$ cat src/rtl/mem_access_ctrl.sv
// Single-outstanding data-memory access controller: accepts one load/store at a time,
// drives registered memory strobes, and returns a registered response with range checking.
`timescale 1ns/1ps
module mem_access_ctrl #(
  parameter int unsigned ADDR_BITS    = 17,
  parameter int unsigned READ_LATENCY = 1
) (
  input  logic        CLK,
  input  logic        reset,
  input  logic        req_valid,
  input  logic        req_write,
  input  logic [31:0] req_addr,
  input  logic [31:0] req_wdata,
  output logic        req_ready,
  output logic        resp_valid,
  input  logic        resp_ready,
  output logic [31:0] resp_rdata,
  output logic        resp_err,
  output logic        busy,
  output logic [31:0] address,
  output logic [31:0] write_data,
  output logic        MemWrite,
  output logic        MemRead,
  output logic        distinct,
  input  logic [31:0] read_data
);

  typedef enum logic [2:0] {
    IDLE,
    RD_ISSUE,
    RD_WAIT,
    WR_ISSUE,
    RESP
  } state_t;

  localparam logic [2:0] LAT = 3'(READ_LATENCY);

  state_t      r_state;
  state_t      w_state_nxt;
  logic [2:0]  r_cnt;
  logic [2:0]  w_cnt_nxt;
  logic        r_ready;
  logic        r_resp_valid;
  logic        r_resp_err;
  logic [31:0] r_resp_rdata;
  logic [31:0] r_address;
  logic [31:0] r_write_data;
  logic        r_mem_write;
  logic        r_mem_read;
  logic        r_distinct;

  logic        w_accept;
  logic        w_oor;
  logic [31:0] w_address_nxt;
  logic [31:0] w_write_data_nxt;
  logic [31:0] w_resp_rdata_nxt;
  logic        w_resp_err_nxt;

  assign w_accept = req_valid & r_ready;
  assign w_oor    = (req_addr >> ADDR_BITS) != 32'd0;

  assign req_ready  = r_ready;
  assign busy       = (r_state != IDLE);
  assign resp_valid = r_resp_valid;
  assign resp_err   = r_resp_err;
  assign resp_rdata = r_resp_rdata;
  assign address    = r_address;
  assign write_data = r_write_data;
  assign MemWrite   = r_mem_write;
  assign MemRead    = r_mem_read;
  assign distinct   = r_distinct;

  always_ff @(posedge CLK or posedge reset) begin
    if (reset) begin
      r_state <= IDLE;
    end else begin
      r_state <= w_state_nxt;
    end
  end

  always_comb begin
    w_state_nxt = r_state;
    unique case (r_state)
      IDLE: begin
        if (w_accept) begin
          if (w_oor)          w_state_nxt = RESP;
          else if (req_write) w_state_nxt = WR_ISSUE;
          else                w_state_nxt = RD_ISSUE;
        end
      end
      RD_ISSUE: w_state_nxt = RD_WAIT;
      // <= guards against a zero count ever stalling the wait
      RD_WAIT:  if (r_cnt <= 3'd1) w_state_nxt = RESP;
      WR_ISSUE: w_state_nxt = RESP;
      RESP:     if (resp_ready) w_state_nxt = IDLE;
      default:  w_state_nxt = IDLE;
    endcase
  end

  always_comb begin
    w_address_nxt    = r_address;
    w_write_data_nxt = r_write_data;
    w_resp_rdata_nxt = r_resp_rdata;
    w_resp_err_nxt   = r_resp_err;
    w_cnt_nxt        = r_cnt;
    if (w_accept) begin
      w_address_nxt    = req_addr;
      w_write_data_nxt = req_write ? req_wdata : '0;
      w_resp_rdata_nxt = '0;
      w_resp_err_nxt   = w_oor;
    end
    case (r_state)
      RD_ISSUE: w_cnt_nxt = LAT;
      RD_WAIT: begin
        if (r_cnt != 3'd0) w_cnt_nxt = r_cnt - 3'd1;
        if (r_cnt <= 3'd1) w_resp_rdata_nxt = read_data;
      end
      default: ;
    endcase
  end

  // Strobes are registered from the next state so each is high exactly while in its state.
  always_ff @(posedge CLK or posedge reset) begin
    if (reset) begin
      r_cnt        <= '0;
      r_ready      <= 1'b0;
      r_resp_valid <= 1'b0;
      r_resp_err   <= 1'b0;
      r_resp_rdata <= '0;
      r_address    <= '0;
      r_write_data <= '0;
      r_mem_write  <= 1'b0;
      r_mem_read   <= 1'b0;
      r_distinct   <= 1'b0;
    end else begin
      r_cnt        <= w_cnt_nxt;
      r_ready      <= (w_state_nxt == IDLE);
      r_resp_valid <= (w_state_nxt == RESP);
      r_resp_err   <= w_resp_err_nxt;
      r_resp_rdata <= w_resp_rdata_nxt;
      r_address    <= w_address_nxt;
      r_write_data <= w_write_data_nxt;
      r_mem_write  <= (w_state_nxt == WR_ISSUE);
      r_mem_read   <= (w_state_nxt == RD_ISSUE);
      r_distinct   <= (w_state_nxt == WR_ISSUE);
    end
  end

endmodule

$ cat config.mk
export PLATFORM = sky130hd
export DESIGN_NAME = mem_access_ctrl
export DESIGN_NICKNAME = d
export VERILOG_FILES = /design/src/rtl/mem_access_ctrl.sv
export SDC_FILE = /design/constraint.sdc
export NUM_CORES = 1
export LEC_CHECK = 0
export CORE_ASPECT_RATIO = 2
export CORE_UTILIZATION = 35
export DETAILED_ROUTE_END_ITERATION = 16
export PLACE_DENSITY = 0.81
export SYNTH_ARGS = -nofsm -noshare
export SYNTH_HDL_FRONTEND = slang
export SYNTH_SLANG_ARGS = --single-unit
$ cat constraint.sdc
create_clock -name CLK -period 5.4 [get_ports CLK]
set_input_delay 0.81 -clock CLK [delete_from_list [all_inputs] [get_ports CLK]]
set_output_delay 0.81 -clock CLK [all_outputs]
set_load 0.03 [all_outputs]
==> results.json <==
{
  "status": "finished clean",
  "ys_types": 36,
  "yosys.area.top_type": "dfrtp_1",
  "async_flop_share_pct": 100.0,
  "wire_per_inst_microns": 15.25,
  "power_leakage_nw": 2.814,
  "hpwl_mm": 8.337,
  "maxCapViolations": 0,
  "io_buffers": 203,
  "area_growth_pct": 55.31,
  "synth_edf_count": 0,
  "synth_top_area_share_pct": 61.78,
  "yosysMostFrequentCell": "nand2_1",
  "worst_pin_slew_ns": 1.159,
  "met2_usage_pct": 34.44,
  "worstPathRequired_ns": 4.59,
  "layout.nets": 701,
  "drt-total-wl_mm": 11.41,
  "die_height_microns": 159.4,
  "numCtsBuffers": 9,
  "power_density_mw_per_mm2": 383.2,
  "groute.layer.met1.usage_pct": 19.15,
  "first_pass_iters": 7,
  "routed_via_density": 4.810,
  "grt_max_degree": 110,
  "track_usage_pct": 18.38,
  "ys.flop_type": "dfrtp_1",
  "critPathLaunchType": "flip-flop",
  "synth_common_cells": "nand2_1 (130), dfrtp_1 (107), o21ai_0 (67), mux2_2 (32), clkbuf_1 (11)",
  "end_kind": "output port",
  "p_total_mw": 2.579,
  "cts-root-buf": "clkbuf_16",
  "ys_seq_area_share_pct": 61.78,
  "start_util_pct": 35.75,
  "drc": 0,
  "post-route-util_pct": 55.52,
  "tns_ns": 0,
  "gp_congestion": 0.7481,
  "postCtsSetupRepairBufs": 0,
  "syn_nets": 512,
  "clock_sink_count": 107,
  "placed_cell_area_sq_mm": 0.006417,
  "period_share_pct": 49.88,
  "finClkSkew_ns": 0.01066,
  "finalInstanceArea_sq_mm": 0.006731,
  "ys_seq_elements": 107,
  "multiInputGateArea_sq_mm": 0.001480,
  "vias": 3598,
  "critical_path_class": "reg2out",
  "drive_above_1_share_pct": 9.151,
  "hold_path.class": "reg2reg",
  "clock.fmax_ghz": 0.3713,
  "io_pins": 204,
  "cp.arrival_ns": 1.88,
  "clkSlewWorstSetupHoldPaths_ns": 0.07,
  "irDropWorstVdd_v": 0.0002447,
  "postSynthCellCount": 408,
  "cts_resized": 0,
  "syn_area_sq_mm": 0.004334,
  "die_x_microns": 80.69,
  "grt_util_met3_pct": 3.496,
  "grt_pass1_wl_mm": 18.24,
  "clock_latency_ns": 0.34,
  "core_sq_mm": 0.01212,
  "num_rows": 57,
  "drt-initial-drc-count": 131,
  "crit_fanout": 10,
  "die_area_sq_mm": 0.01286,
  "setup_viol": 0,
  "grt.overflow.total": 0,
  "period_needed_ns": 2.694,
  "dp_cells": 733,
  "avgSynthCellArea_sq_um": 10.62,
  "antenna_found_initial": 0,
  "busiest_layer": "met2",
  "cts_max_level": 3,
  "clockBufferDepth": 2,
  "yosys_warnings": 0,
  "grt_pass1_vias": 3836,
  "n_fill_cell": 1055,
  "synth_area_leaders": "dfrtp_1 (62%), nand2_1 (11%), mux2_2 (8.3%), o21ai_0 (7.7%), buf_6 (1.6%)",
  "grt_setup_unrepaired": "no",
  "seqCellArea_sq_mm": 0.002678,
  "fin_cells": 748,
  "maxSlewViolCount": 0,
  "ant_nets": 0,
  "cts_hold_buf": 0,
  "diodes": 0,
  "relSlewSlack_pct": 22.51,
  "cts_tree": "built",
  "finalHoldViolCount": 0
}
-- layout by cell type (no fill, tap or decap), drive strengths merged, types with 2 or more instances in the layout --
cell / n
nor3: 4
inv: 7
clkbuf: 10
nor4: 4
ha: 3
nor2: 4
bufinv: 2
nor2b: 2
buf: 3
a21oi: 3
o31ai: 2
o21ai: 68
mux2: 32
clkdlybuf4s50: 203
nand2: 130
dfrtp: 107
-- state kept, by name (all words and copies together), names as in the netlist --
signal,flops
distinct,1
address,32
resp_err,1
r_state,3
resp_valid,1
req_ready,1
write_data,32
resp_rdata,32
MemRead,1
r_cnt,3
-- worst max-delay path: stages (launching register included) --
cell	delay, ns
dfrtp_1	0.52
or3_4	0.41
clkdlybuf4s50_1	0.61
-- layout make-up --
cell class / count / area share (%)
flip-flops and latches: 107 / 39.78
clock inverters: 5 / 1.264
multi-input cells: 268 / 21.99
inverters: 5 / 0.3160
repair buffers: 206 / 30.52
well taps: 147 / 2.732
clock buffers: 10 / 3.401
-- logic make-up after synthesis --
| logic type | share of synthesized area [%] |
|---|---|
| xor+xnor | 0.2021 |
| flops | 61.78 |
| mux | 8.545 |
| compound gates | 9.700 |
| fa+ha+maj | 0.8661 |
| buf+inv | 4.243 |
| simple gates | 14.67 |
-- where the power goes --
part | internal (mW) | total [mW] | leakage (nW) | switching [mW]
clock network | 0.408 | 0.692 | 0.150 | 0.285
registers | 0.938 | 1.02 | 1.38 | 0.0777
logic | 0.391 | 0.871 | 1.28 | 0.480
total | 1.74 | 2.58 | 2.81 | 0.843
-- layer usage --
layer | vias up | part of all wire, %
li1 | 1724 | -
met1 | 1708 | 36
met2 | 144 | 56
met3 | 22 | 5.5
met4 | 0 | 2.7
met5 | - | 0
-- path summary, 6_finish.rpt --
| path | startpoint | endpoint | slack (ns) | cells past startpoint |
|---|---|---|---|---|
| setup / recovery | r_state[0] | busy | 2.71 | 2 |
| hold / removal | resp_err | resp_err | 0.48 | 2 |
| setup reg to reg | req_ready | address[12] | 3.26 | 3 |
| hold reg to reg | resp_err | resp_err | 0.48 | 2 |
| max in group asynchronous | reset | r_state[2] | 3.40 | 3 |
| min in group asynchronous | reset | resp_rdata[30] | 0.96 | 2 |
-- metrics by stage --
stage | worst slack, ns | hold slack (ns)
after global placement | 2.453 | 0.4643
after global routing | 2.587 | 0.5127
after CTS | 2.699 | 0.4903
after floorplan | 1.773 | 0.5119
after detailed placement | 2.391 | 0.4736
final | 2.706 | 0.4850
Power figures use the tool's default switching activity.
